## config.mk

```make
export PLATFORM = sky130hd
export DESIGN_NAME = frame_stream_generator
export DESIGN_NICKNAME = d
export VERILOG_FILES = /design/src/rtl/frame_stream_generator.sv
export SDC_FILE = /design/constraint.sdc
export NUM_CORES = 2
export LEC_CHECK = 0
export CORE_MARGIN = 2
export CORE_UTILIZATION = 64
export CTS_BUF_LIST = sky130_fd_sc_hd__clkbuf_8 sky130_fd_sc_hd__clkbuf_16
export CTS_CLUSTER_SIZE = 24
export DETAILED_ROUTE_END_ITERATION = 12
export GPL_TIMING_DRIVEN = 0
export PLACE_DENSITY = 0.81
export SETUP_SLACK_MARGIN = 0.3
export SYNTH_ARGS = -nofsm -noshare
export SYNTH_HDL_FRONTEND = slang
export SYNTH_SLANG_ARGS = --single-unit
```

## constraint.sdc

```tcl
create_clock -name clk -period 31.9 [get_ports clk]
set_input_delay 4.785 -clock clk [delete_from_list [all_inputs] [get_ports clk]]
set_output_delay 4.785 -clock clk [all_outputs]
set_load 0.02 [all_outputs]
```

## src/rtl/frame_stream_generator.sv

```systemverilog
// Avalon-MM configured frame source: preamble/SFD, MAC header, then buffer or pattern payload on AXI-Stream.
// Define FRAME_GEN_STATS_EN to add frames-sent and stall-cycle counters at 0x1C-0x23.
module frame_stream_generator #(
    parameter int unsigned DATA_BYTES    = 2,
    parameter int unsigned PAYLOAD_DEPTH = 64
) (
    input  logic                    clk,
    input  logic                    reset,
    input  logic [7:0]              writedata,
    input  logic                    write,
    input  logic                    read,
    input  logic                    chipselect,
    input  logic [7:0]              address,
    output logic [7:0]              readdata,
    output logic [8*DATA_BYTES-1:0] egress_port_tdata,
    output logic [DATA_BYTES-1:0]   egress_port_tkeep,
    output logic                    egress_port_tlast,
    output logic                    egress_port_tvalid,
    input  logic                    egress_port_tready
);
    localparam int unsigned PtrW     = $clog2(PAYLOAD_DEPTH);
    localparam int unsigned HdrBytes = 22;

    typedef enum logic [1:0] {StIdle, StSend, StGap} state_e;

    state_e          state_q, state_d;
    logic [7:0]      hdr_q [14];
    logic [15:0]     len_q;
    logic [7:0]      ifg_q, nframes_q;
    logic            pattern_q;
    logic            start_q, start_d;
    logic [PtrW-1:0] wr_ptr_q;
    logic            full_q;
    logic [7:0]      buf_q [PAYLOAD_DEPTH];
    logic [4:0]      hdr_cnt_q, hdr_cnt_d;
    logic [15:0]     byte_cnt_q, byte_cnt_d;
    logic [7:0]      frame_idx_q, frame_idx_d;
    logic [7:0]      frames_left_q, frames_left_d;
    logic [7:0]      gap_cnt_q, gap_cnt_d;
    logic            pat_act_q, pat_act_d;
    logic [31:0]     sum_q, sum_d;
    logic [31:0]     csum_q, csum_d;
    logic [7:0]      readdata_q, rdata;

    logic                    wr_en, cfg_wr, ctrl_wr, clear, busy;
    logic [15:0]             leff;
    logic [16:0]             hdr_rem, hdr_take;
    logic                    beat_last, beat_fire;
    logic [8*DATA_BYTES-1:0] tdata_c;
    logic [DATA_BYTES-1:0]   tkeep_c;
    logic [31:0]             beat_sum;
    logic [4:0]              lane_hidx;
    logic [16:0]             lane_pidx;
    logic [7:0]              lane_byte;
    logic                    lane_keep;

    assign wr_en   = chipselect && write;
    assign busy    = (state_q != StIdle);
    assign cfg_wr  = wr_en && !busy;
    assign ctrl_wr = wr_en && (address == 8'h12);
    assign clear   = ctrl_wr && writedata[2];

    // Effective payload length is latched-mode dependent so it cannot move while a beat is stalled.
    assign leff      = (pat_act_q || len_q <= 16'(PAYLOAD_DEPTH)) ? len_q : 16'(PAYLOAD_DEPTH);
    assign hdr_rem   = 17'(HdrBytes) - 17'(hdr_cnt_q);
    assign hdr_take  = (hdr_rem < 17'(DATA_BYTES)) ? hdr_rem : 17'(DATA_BYTES);
    assign beat_last = (17'(byte_cnt_q) + 17'(DATA_BYTES)) >= (17'(leff) + hdr_rem);

    assign egress_port_tvalid = (state_q == StSend);
    assign egress_port_tdata  = egress_port_tvalid ? tdata_c : '0;
    assign egress_port_tkeep  = egress_port_tvalid ? tkeep_c : '0;
    assign egress_port_tlast  = egress_port_tvalid && beat_last;
    assign beat_fire          = egress_port_tvalid && egress_port_tready;
    assign readdata           = readdata_q;

    // Lane j carries stream byte (current position + j); lane 0 sits in the top byte.
    always_comb begin
        tdata_c   = '0;
        tkeep_c   = '0;
        beat_sum  = '0;
        lane_hidx = '0;
        lane_pidx = '0;
        lane_byte = '0;
        lane_keep = 1'b0;
        for (int j = 0; j < DATA_BYTES; j++) begin
            lane_byte = '0;
            lane_keep = 1'b0;
            lane_hidx = hdr_cnt_q + 5'(j);
            lane_pidx = 17'(byte_cnt_q) + 17'(j) - hdr_rem;
            if (17'(j) < hdr_rem) begin
                lane_keep = 1'b1;
                if (lane_hidx < 5'd7) begin
                    lane_byte = 8'hAA;
                end else if (lane_hidx == 5'd7) begin
                    lane_byte = 8'hAB;
                end else begin
                    lane_byte = hdr_q[4'(lane_hidx - 5'd8)];
                end
            end else if (lane_pidx < 17'(leff)) begin
                lane_keep = 1'b1;
                lane_byte = pat_act_q ? (frame_idx_q + lane_pidx[7:0]) : buf_q[lane_pidx[PtrW-1:0]];
                beat_sum  = beat_sum + 32'(lane_byte);
            end
            tdata_c[8*(DATA_BYTES-j)-1 -: 8] = lane_byte;
            tkeep_c[DATA_BYTES-1-j]          = lane_keep;
        end
    end

    always_ff @(posedge clk or posedge reset) begin
        if (reset) begin
            for (int i = 0; i < 14; i++) hdr_q[i] <= '0;
            for (int i = 0; i < PAYLOAD_DEPTH; i++) buf_q[i] <= '0;
            len_q     <= '0;
            ifg_q     <= '0;
            nframes_q <= '0;
            pattern_q <= 1'b0;
            wr_ptr_q  <= '0;
            full_q    <= 1'b0;
        end else begin
            if (cfg_wr) begin
                if (address < 8'd14) hdr_q[address[3:0]] <= writedata;
                case (address)
                    8'h0E:   len_q[7:0]  <= writedata;
                    8'h0F:   len_q[15:8] <= writedata;
                    8'h10:   ifg_q       <= writedata;
                    8'h11:   nframes_q   <= writedata;
                    8'h14: begin
                        buf_q[wr_ptr_q] <= writedata;
                        wr_ptr_q        <= wr_ptr_q + PtrW'(1);
                        if (wr_ptr_q == PtrW'(PAYLOAD_DEPTH - 1)) full_q <= 1'b1;
                    end
                    default: ;
                endcase
            end
            if (ctrl_wr) pattern_q <= writedata[1];
            if (clear) begin
                wr_ptr_q <= '0;
                full_q   <= 1'b0;
            end
        end
    end

    always_ff @(posedge clk or posedge reset) begin
        if (reset) begin
            state_q       <= StIdle;
            start_q       <= 1'b0;
            hdr_cnt_q     <= '0;
            byte_cnt_q    <= '0;
            frame_idx_q   <= '0;
            frames_left_q <= '0;
            gap_cnt_q     <= '0;
            pat_act_q     <= 1'b0;
            sum_q         <= '0;
            csum_q        <= '0;
        end else begin
            state_q       <= state_d;
            start_q       <= start_d;
            hdr_cnt_q     <= hdr_cnt_d;
            byte_cnt_q    <= byte_cnt_d;
            frame_idx_q   <= frame_idx_d;
            frames_left_q <= frames_left_d;
            gap_cnt_q     <= gap_cnt_d;
            pat_act_q     <= pat_act_d;
            sum_q         <= sum_d;
            csum_q        <= csum_d;
        end
    end

    always_comb begin
        state_d       = state_q;
        start_d       = start_q;
        hdr_cnt_d     = hdr_cnt_q;
        byte_cnt_d    = byte_cnt_q;
        frame_idx_d   = frame_idx_q;
        frames_left_d = frames_left_q;
        gap_cnt_d     = gap_cnt_q;
        pat_act_d     = pat_act_q;
        sum_d         = sum_q;
        csum_d        = csum_q;
        case (state_q)
            StIdle: begin
                if (start_q) begin
                    state_d       = StSend;
                    hdr_cnt_d     = '0;
                    byte_cnt_d    = '0;
                    sum_d         = '0;
                    frame_idx_d   = '0;
                    frames_left_d = nframes_q;
                    pat_act_d     = pattern_q;
                end
            end
            StSend: begin
                if (beat_fire && beat_last) begin
                    hdr_cnt_d     = '0;
                    byte_cnt_d    = '0;
                    sum_d         = '0;
                    csum_d        = sum_q + beat_sum;
                    frame_idx_d   = frame_idx_q + 8'd1;
                    frames_left_d = frames_left_q - 8'd1;
                    if (!start_q) begin
                        state_d = StIdle;
                    end else if (nframes_q == 8'd0 || frames_left_q > 8'd1) begin
                        pat_act_d = pattern_q;
                        gap_cnt_d = '0;
                        state_d   = (ifg_q == 8'd0) ? StSend : StGap;
                    end else begin
                        state_d = StIdle;
                        start_d = 1'b0;
                    end
                end else if (beat_fire) begin
                    hdr_cnt_d  = hdr_cnt_q + 5'(hdr_take);
                    byte_cnt_d = byte_cnt_q + 16'(17'(DATA_BYTES) - hdr_take);
                    sum_d      = sum_q + beat_sum;
                end
            end
            StGap: begin
                if (!start_q) begin
                    state_d = StIdle;
                end else if (gap_cnt_q == ifg_q - 8'd1) begin
                    state_d   = StSend;
                    pat_act_d = pattern_q;
                end else begin
                    gap_cnt_d = gap_cnt_q + 8'd1;
                end
            end
            default: state_d = StIdle;
        endcase
        if (ctrl_wr) start_d = writedata[0];
        if (clear) csum_d = '0;
    end

`ifdef FRAME_GEN_STATS_EN
    logic [31:0] frames_sent_q, stall_cnt_q;

    always_ff @(posedge clk or posedge reset) begin
        if (reset) begin
            frames_sent_q <= '0;
            stall_cnt_q   <= '0;
        end else if (clear) begin
            frames_sent_q <= '0;
            stall_cnt_q   <= '0;
        end else begin
            if (beat_fire && beat_last) frames_sent_q <= frames_sent_q + 32'd1;
            if (egress_port_tvalid && !egress_port_tready) stall_cnt_q <= stall_cnt_q + 32'd1;
        end
    end
`endif

    always_comb begin
        rdata = '0;
        if (address < 8'd14) begin
            rdata = hdr_q[address[3:0]];
        end else begin
            case (address)
                8'h0E:   rdata = len_q[7:0];
                8'h0F:   rdata = len_q[15:8];
                8'h10:   rdata = ifg_q;
                8'h11:   rdata = nframes_q;
                8'h12:   rdata = {6'b0, pattern_q, start_q};
                8'h13:   rdata = {6'b0, full_q, busy};
                8'h18:   rdata = csum_q[7:0];
                8'h19:   rdata = csum_q[15:8];
                8'h1A:   rdata = csum_q[23:16];
                8'h1B:   rdata = csum_q[31:24];
`ifdef FRAME_GEN_STATS_EN
                8'h1C:   rdata = frames_sent_q[7:0];
                8'h1D:   rdata = frames_sent_q[15:8];
                8'h1E:   rdata = frames_sent_q[23:16];
                8'h1F:   rdata = frames_sent_q[31:24];
                8'h20:   rdata = stall_cnt_q[7:0];
                8'h21:   rdata = stall_cnt_q[15:8];
                8'h22:   rdata = stall_cnt_q[23:16];
                8'h23:   rdata = stall_cnt_q[31:24];
`endif
                default: rdata = '0;
            endcase
        end
    end

    always_ff @(posedge clk or posedge reset) begin
        if (reset) begin
            readdata_q <= '0;
        end else begin
            readdata_q <= (chipselect && read) ? rdata : 8'h00;
        end
    end

endmodule

```

# Word-level counts from Yosys, hierarchy flattened
# Index checks and enable logic that the tools add are counted.
# word_totals
reg_bits	785
input_bits	22
output_inout_bits	28
# classes
add_sub_neg	21
n_lt_le_gt_ge	19
n_eq_ne	26
mux	100
bitwise	6
n_reduce_logical	42
# op_table
cell	n
$bwmux W512	1
$mux W8	35
$mux W32	8
$bwmux W112	1
$bmux W8 S4	3
$bmux W8 S6	2
$mux W16	6
$pmux W8 S10	1
$eq A8 B5 Y1 const B	9
$pmux W32 S2	1
$demux W8 S6	1
$pmux W8 S2	3
$lt A1 B17 Y1 const A	2
$lt A17 B16 Y1	2
$add A32 B32 Y32	1
$add A32 B8 Y32	1
$demux W8 S4	1
$pmux W16 S2	1
$ge A7 B7 Y1 const B	3
$not A6 Y7	3
$reduce_bool A2 Y1	10
$mux W1	19
$mux W6	3
$reduce_and A2 Y1	9
49 further kinds	88

# Longest topological paths before layout
# logic_depth
depth_word	16
depth_mapped	40
depth_no_buf	37

# Worst setup path after synthesis
# Ideal clock, no wire load.
# synth_timing
path_type	flip-flop to output port
start	register hdr_cnt_q[0]
end	output port egress_port_tdata[0]
arrival_time_ns	6.484
path_slack_ns	20.631
path_stages_with_launch	22
cell_sequence	dfrtp_1 -> buf_2 -> nand3_2 -> inv_1 -> o21ai_0 -> inv_1 -> fa_1 -> nand2b_1 -> a21oi_1 -> o311ai_0 -> o2111ai_1 -> nor2b_1 -> o21bai_1 -> xor2_1 -> ha_1 -> a211oi_1 -> o2111ai_1 -> a31oi_1 -> a211oi_1 -> nor3_1 -> o21ai_1 -> a21oi_1
# synth_via
elab_chain_len	10
word_cells_on_any_way	23
cone_classes	add/sub: 5; order compare: 3; eq/ne: 1; mux: 12; bitwise: 2
# synth_rtl
item	line	source
start: declaration	35	logic [4:0] hdr_cnt_q, hdr_cnt_d;
start signal: assignment	158	hdr_cnt_q <= hdr_cnt_d;
$sub A5 B5 Y6 / $add A5 B1 Y5 (equally long branches)	65, 88	
$sub A17 B17 Y17 / $sub A4 B4 Y4 (equally long branches)	89, 97	
$not A6 Y7 (implied by the code) / $not A4 Y5 (equally long branches)	101, 97	
$bmux W8 S6 / $bmux W8 S4 (equally long branches)	101, 97	
$mux W8, on equally long branches (2 in series)	101, 97	
$mux W8, on equally long branches	101, 94	
$mux W8, on equally long branches	99, 92	
$mux W8 *	90	if (17'(j) < hdr_rem) begin
$mux W16 *	70	assign egress_port_tdata = egress_port_tvalid ? tdata_c : '0;
end: declaration	15	output logic [8*DATA_BYTES-1:0] egress_port_tdata,
# Every way passes the cells marked *; elsewhere a longest branch is shown, timed or not. The select of a mux whose other input is x is not followed.

# Worst setup path after layout
# layout_timing
start	register hdr_cnt_q[0]
end	output port egress_port_tdata[14]
# layout_via
elab_chain_len	10
word_cells_on_any_way	22
cone_classes	add/sub: 4; order compare: 3; eq/ne: 1; mux: 12; bitwise: 2
# layout_rtl
item	line	source
$sub A5 B5 Y6	65	assign hdr_rem = 17'(HdrBytes) - 17'(hdr_cnt_q);
$sub A16 B17 Y17	89	lane_pidx = 17'(byte_cnt_q) + 17'(j) - hdr_rem;
$not A6 Y7 (implied by the code)	101	lane_byte = pat_act_q ? (frame_idx_q + lane_pidx[7:0]) : buf_q[lane_pidx[PtrW-1:0]];
$bmux W8 S6	101	
$mux W8 (implied by the code) (2 in series)	101	
$mux W8	101	
$mux W8	99	end else if (lane_pidx < 17'(leff)) begin
$mux W8 *	90	
$mux W16 *	70	
# Marked as above.

==> impl_metrics.json <==
{
  "setup.worst_path.class": "reg2out",
  "place.gp.congestion": 1.046,
  "syn_area_um2": 48440,
  "routed_wl_um": 166400,
  "ir_drop_uv": 50.50,
  "fin_util_pct": 71.29,
  "synth-edff-count": 0,
  "ys_top_cells_by_count": "dfrtp_1, mux2_2, mux4_2",
  "ios": 50,
  "outcome": "complete, but fails checks",
  "cts_max_path_buffers": 3,
  "min_period_ns": 14.50,
  "synth_ff_type": "dfrtp_1",
  "hold_slack_ns": 0.5005,
  "synth_area_leaders": "dfrtp_1, mux4_2, mux2_2",
  "grt_pass1_wl_um": 242300,
  "postCtsHoldBufs": 0,
  "dp_worst_setup_slack_ns": 18.55,
  "via_per_inst": 7.481,
  "cts_tree": "built",
  "finalSetupViolations": 0,
  "first_iter_violations": 5419,
  "ctsResizeCount": 0,
  "synth-async-reset-ratio_pct": 100.0,
  "setup.worst_path.start_class": "flop",
  "dp_cells": 4827,
  "netSwitchingFraction_pct": 41.16,
  "synth_seq_cells": 785,
  "grt_pass1_vias": 36660,
  "syn_inst": 3807,
  "grt_max_degree": 134,
  "die-area_um2": 77910,
  "power_w": 0.003762,
  "grt_antenna_before_repair": 6,
  "regArea_um2": 19640,
  "track_usage_pct": 43.00,
  "yosysTopAreaCell": "dfrtp_1",
  "slew_headroom_pct": -5.632,
  "p_clk_share_pct": 28.0,
  "leakagePower_nw": 24.23,
  "violations": "capacitance limit, slew limit",
  "hold_violations": 0,
  "required_ns": 27.12,
  "syn2layout_area_growth_pct": 9.924,
  "worst_pin_slew_ns": 1.584,
  "clock_skew_ns": 0.04382,
  "avgRoutedWirePerCell_um": 33.39,
  "synth_top_area_share_pct": 40.55,
  "p_sw_w": 0.001548,
  "fillers": 4985,
  "cts_setup_buffers": 0,
  "dr.pass1.iters": 7,
  "period_share_pct": 45.45,
  "via_count": 37280,
  "port_buffers": 40,
  "slew_violations": 11,
  "rsz0062_at_grt": "false",
  "core_um2": 74700,
  "synth_area_per_cell_um2": 12.72,
  "drv_cap": 1,
  "rows": 100,
  "fp.dieW_um": 279.1,
  "yosysWarningCount": 0,
  "antenna_left": 0,
  "numClockSinks": 785,
  "multi_input_area_um2": 27450,
  "htree_levels": 3,
  "yosysMostFrequentCell": "dfrtp_1",
  "synth_cell_types": 88,
  "start_util_pct": 64.85,
  "clk_latency_ns": 0.68,
  "die_y_um": 279.1,
  "hp-class": "reg2reg",
  "p_seq_share_pct": 28.8,
  "arrival_ns": 9.71,
  "fmax_mhz": 68.97,
  "drive_above_1_share_pct": 32.13,
  "numCtsBuffers": 84,
  "worstPathMaxFanout": 10,
  "clk_pin_slew_ns": 0.06,
  "post-dp-hpwl_um": 118400,
  "comb_power_share_pct": 43.1,
  "intPower_w": 0.002213,
  "worst_slack_ns": 17.40,
  "drc": 0,
  "ys_seq_area_share_pct": 40.55,
  "cp-end-kind": "output port",
  "grt_overflow": 0,
  "clockRootBuffer": "clkbuf_16",
  "p_per_area_nw_per_um2": 70.64,
  "nNetsFinal": 4154,
  "final_cells": 4983
}
[registers in the layout, summed over array words and instances, names as in the netlist, 2 cells and up]
signal,flops
buf_q,512
state_q,2
gap_cnt_q,8
frames_left_q,8
hdr_cnt_q,5
wr_ptr_q,6
nframes_q,8
frame_idx_q,8
readdata,8
len_q,16
byte_cnt_q,16
ifg_q,8
hdr_q,112
sum_q,32
csum_q,32
[placed cells by master, fill, tap and decap left out, types with 14 or more instances in the layout]
cell and count:
dfrtp_1 785, mux2_2 670, mux4_2 387, nand2_1 228
nor2_1 185, ha_1 168, clkbuf_1 161, a21oi_1 125
inv_1 115, o21ai_0 113, mux2i_1 87, clkbuf_16 86
xnor2_1 83, xor2_1 60, nand3_1 58, a31oi_1 52
buf_2 41, clkdlybuf4s50_1 40, buf_1 39, nor3_1 38
a21o_1 32, o22ai_1 23, a211oi_1 22, nand2b_1 21
fa_1 20, nor2b_1 19, and2_1 18, and3_1 18
nand4_1 17, o211ai_1 16, o21bai_1 15, clkinv_2 14
[power groups by stage]
stage	sequential (W)	combinational, W	clock, W
after floorplan	0.00108	0.00103	0
after global placement	0.00110	0.00152	0
after detailed placement	0.00110	0.00154	0
after CTS	0.00108	0.00155	0.00105
after global routing	0.00109	0.00170	0.00109
final	0.00108	0.00162	0.00105
[metal layers]
metal / vias to the layer above / track usage, % / routed length (um)
li1: 14730 / - / -
met1: 18630 / 53.43 / 57780
met2: 3034 / 62.78 / 71990
met3: 874 / 15.55 / 21940
met4: 10 / 30.36 / 14610
met5: - / 0.2502 / 90
[critical path: stages, from the launching register on]
cell	delay [ns]
dfrtp_1	0.48
buf_2	0.32
inv_1	0.23
ha_1	0.53
clkbuf_1	0.65
inv_1	0.46
fa_1	1.06
buf_4	0.39
buf_2	0.59
buf_2	0.65
buf_2	0.58
buf_2	0.41
inv_1	0.11
fa_1	0.45
inv_1	0.07
a21o_1	0.11
a21oi_1	0.09
o21bai_1	0.15
a21oi_1	0.10
xnor2_1	0.15
nand2_1	0.07
and3_1	0.29
o22ai_1	0.35
clkdlybuf4s50_1	0.69
[cells by family after synthesis]
group           after synthesis  share of synthesized area [%]
compound gates              512                          6.765
xor+xnor                    146                          2.684
fa+ha+maj                   189                          5.186
buf+inv                     350                          2.872
flops                       785                          40.55
mux                        1147                          35.43
other cells                   2                        0.01550
simple gates                676                          6.491
[layout make-up]
class / count / share of cell area [%]
Multi-Input combinational cell: 2674 / 51.54
Sequential cell: 785 / 36.89
Clock buffer: 97 / 4.326
Tap cell: 969 / 2.277
Buffer: 248 / 1.896
Clock inverter: 54 / 1.187
Timing Repair Buffer: 49 / 1.126
Inverter: 102 / 0.7331
Antenna cell: 5 / 0.02350
[path summary, 6_finish.rpt]
| path | startpoint | end | slack (ns) | depth (start not counted) |
|---|---|---|---|---|
| worst max-delay path | hdr_cnt_q[0] | egress_port_tdata[14] | 17.40 | 23 |
| worst min-delay path | sum_q[4] | sum_q[4] | 0.50 | 2 |
| min in group asynchronous | reset | buf_q[464] | 4.65 | 2 |
| max in group asynchronous | reset | buf_q[74] | 25.51 | 4 |
| worst min register to register | sum_q[4] | sum_q[4] | 0.50 | 2 |
| worst max register to register | hdr_cnt_q[0] | sum_q[31] | 19.33 | 38 |
[per-stage QoR]
stage          instance area [um^2]  TNS (ns)
6_report                      53250         0
5_1_grt                       53240         0
4_1_cts                       53240         0
3_5_place_dp                  50300         0
3_3_place_gp                  50060  -2923.51
2_1_floorplan                 48450         0
Note: power is estimated with default switching activity, not from simulation.
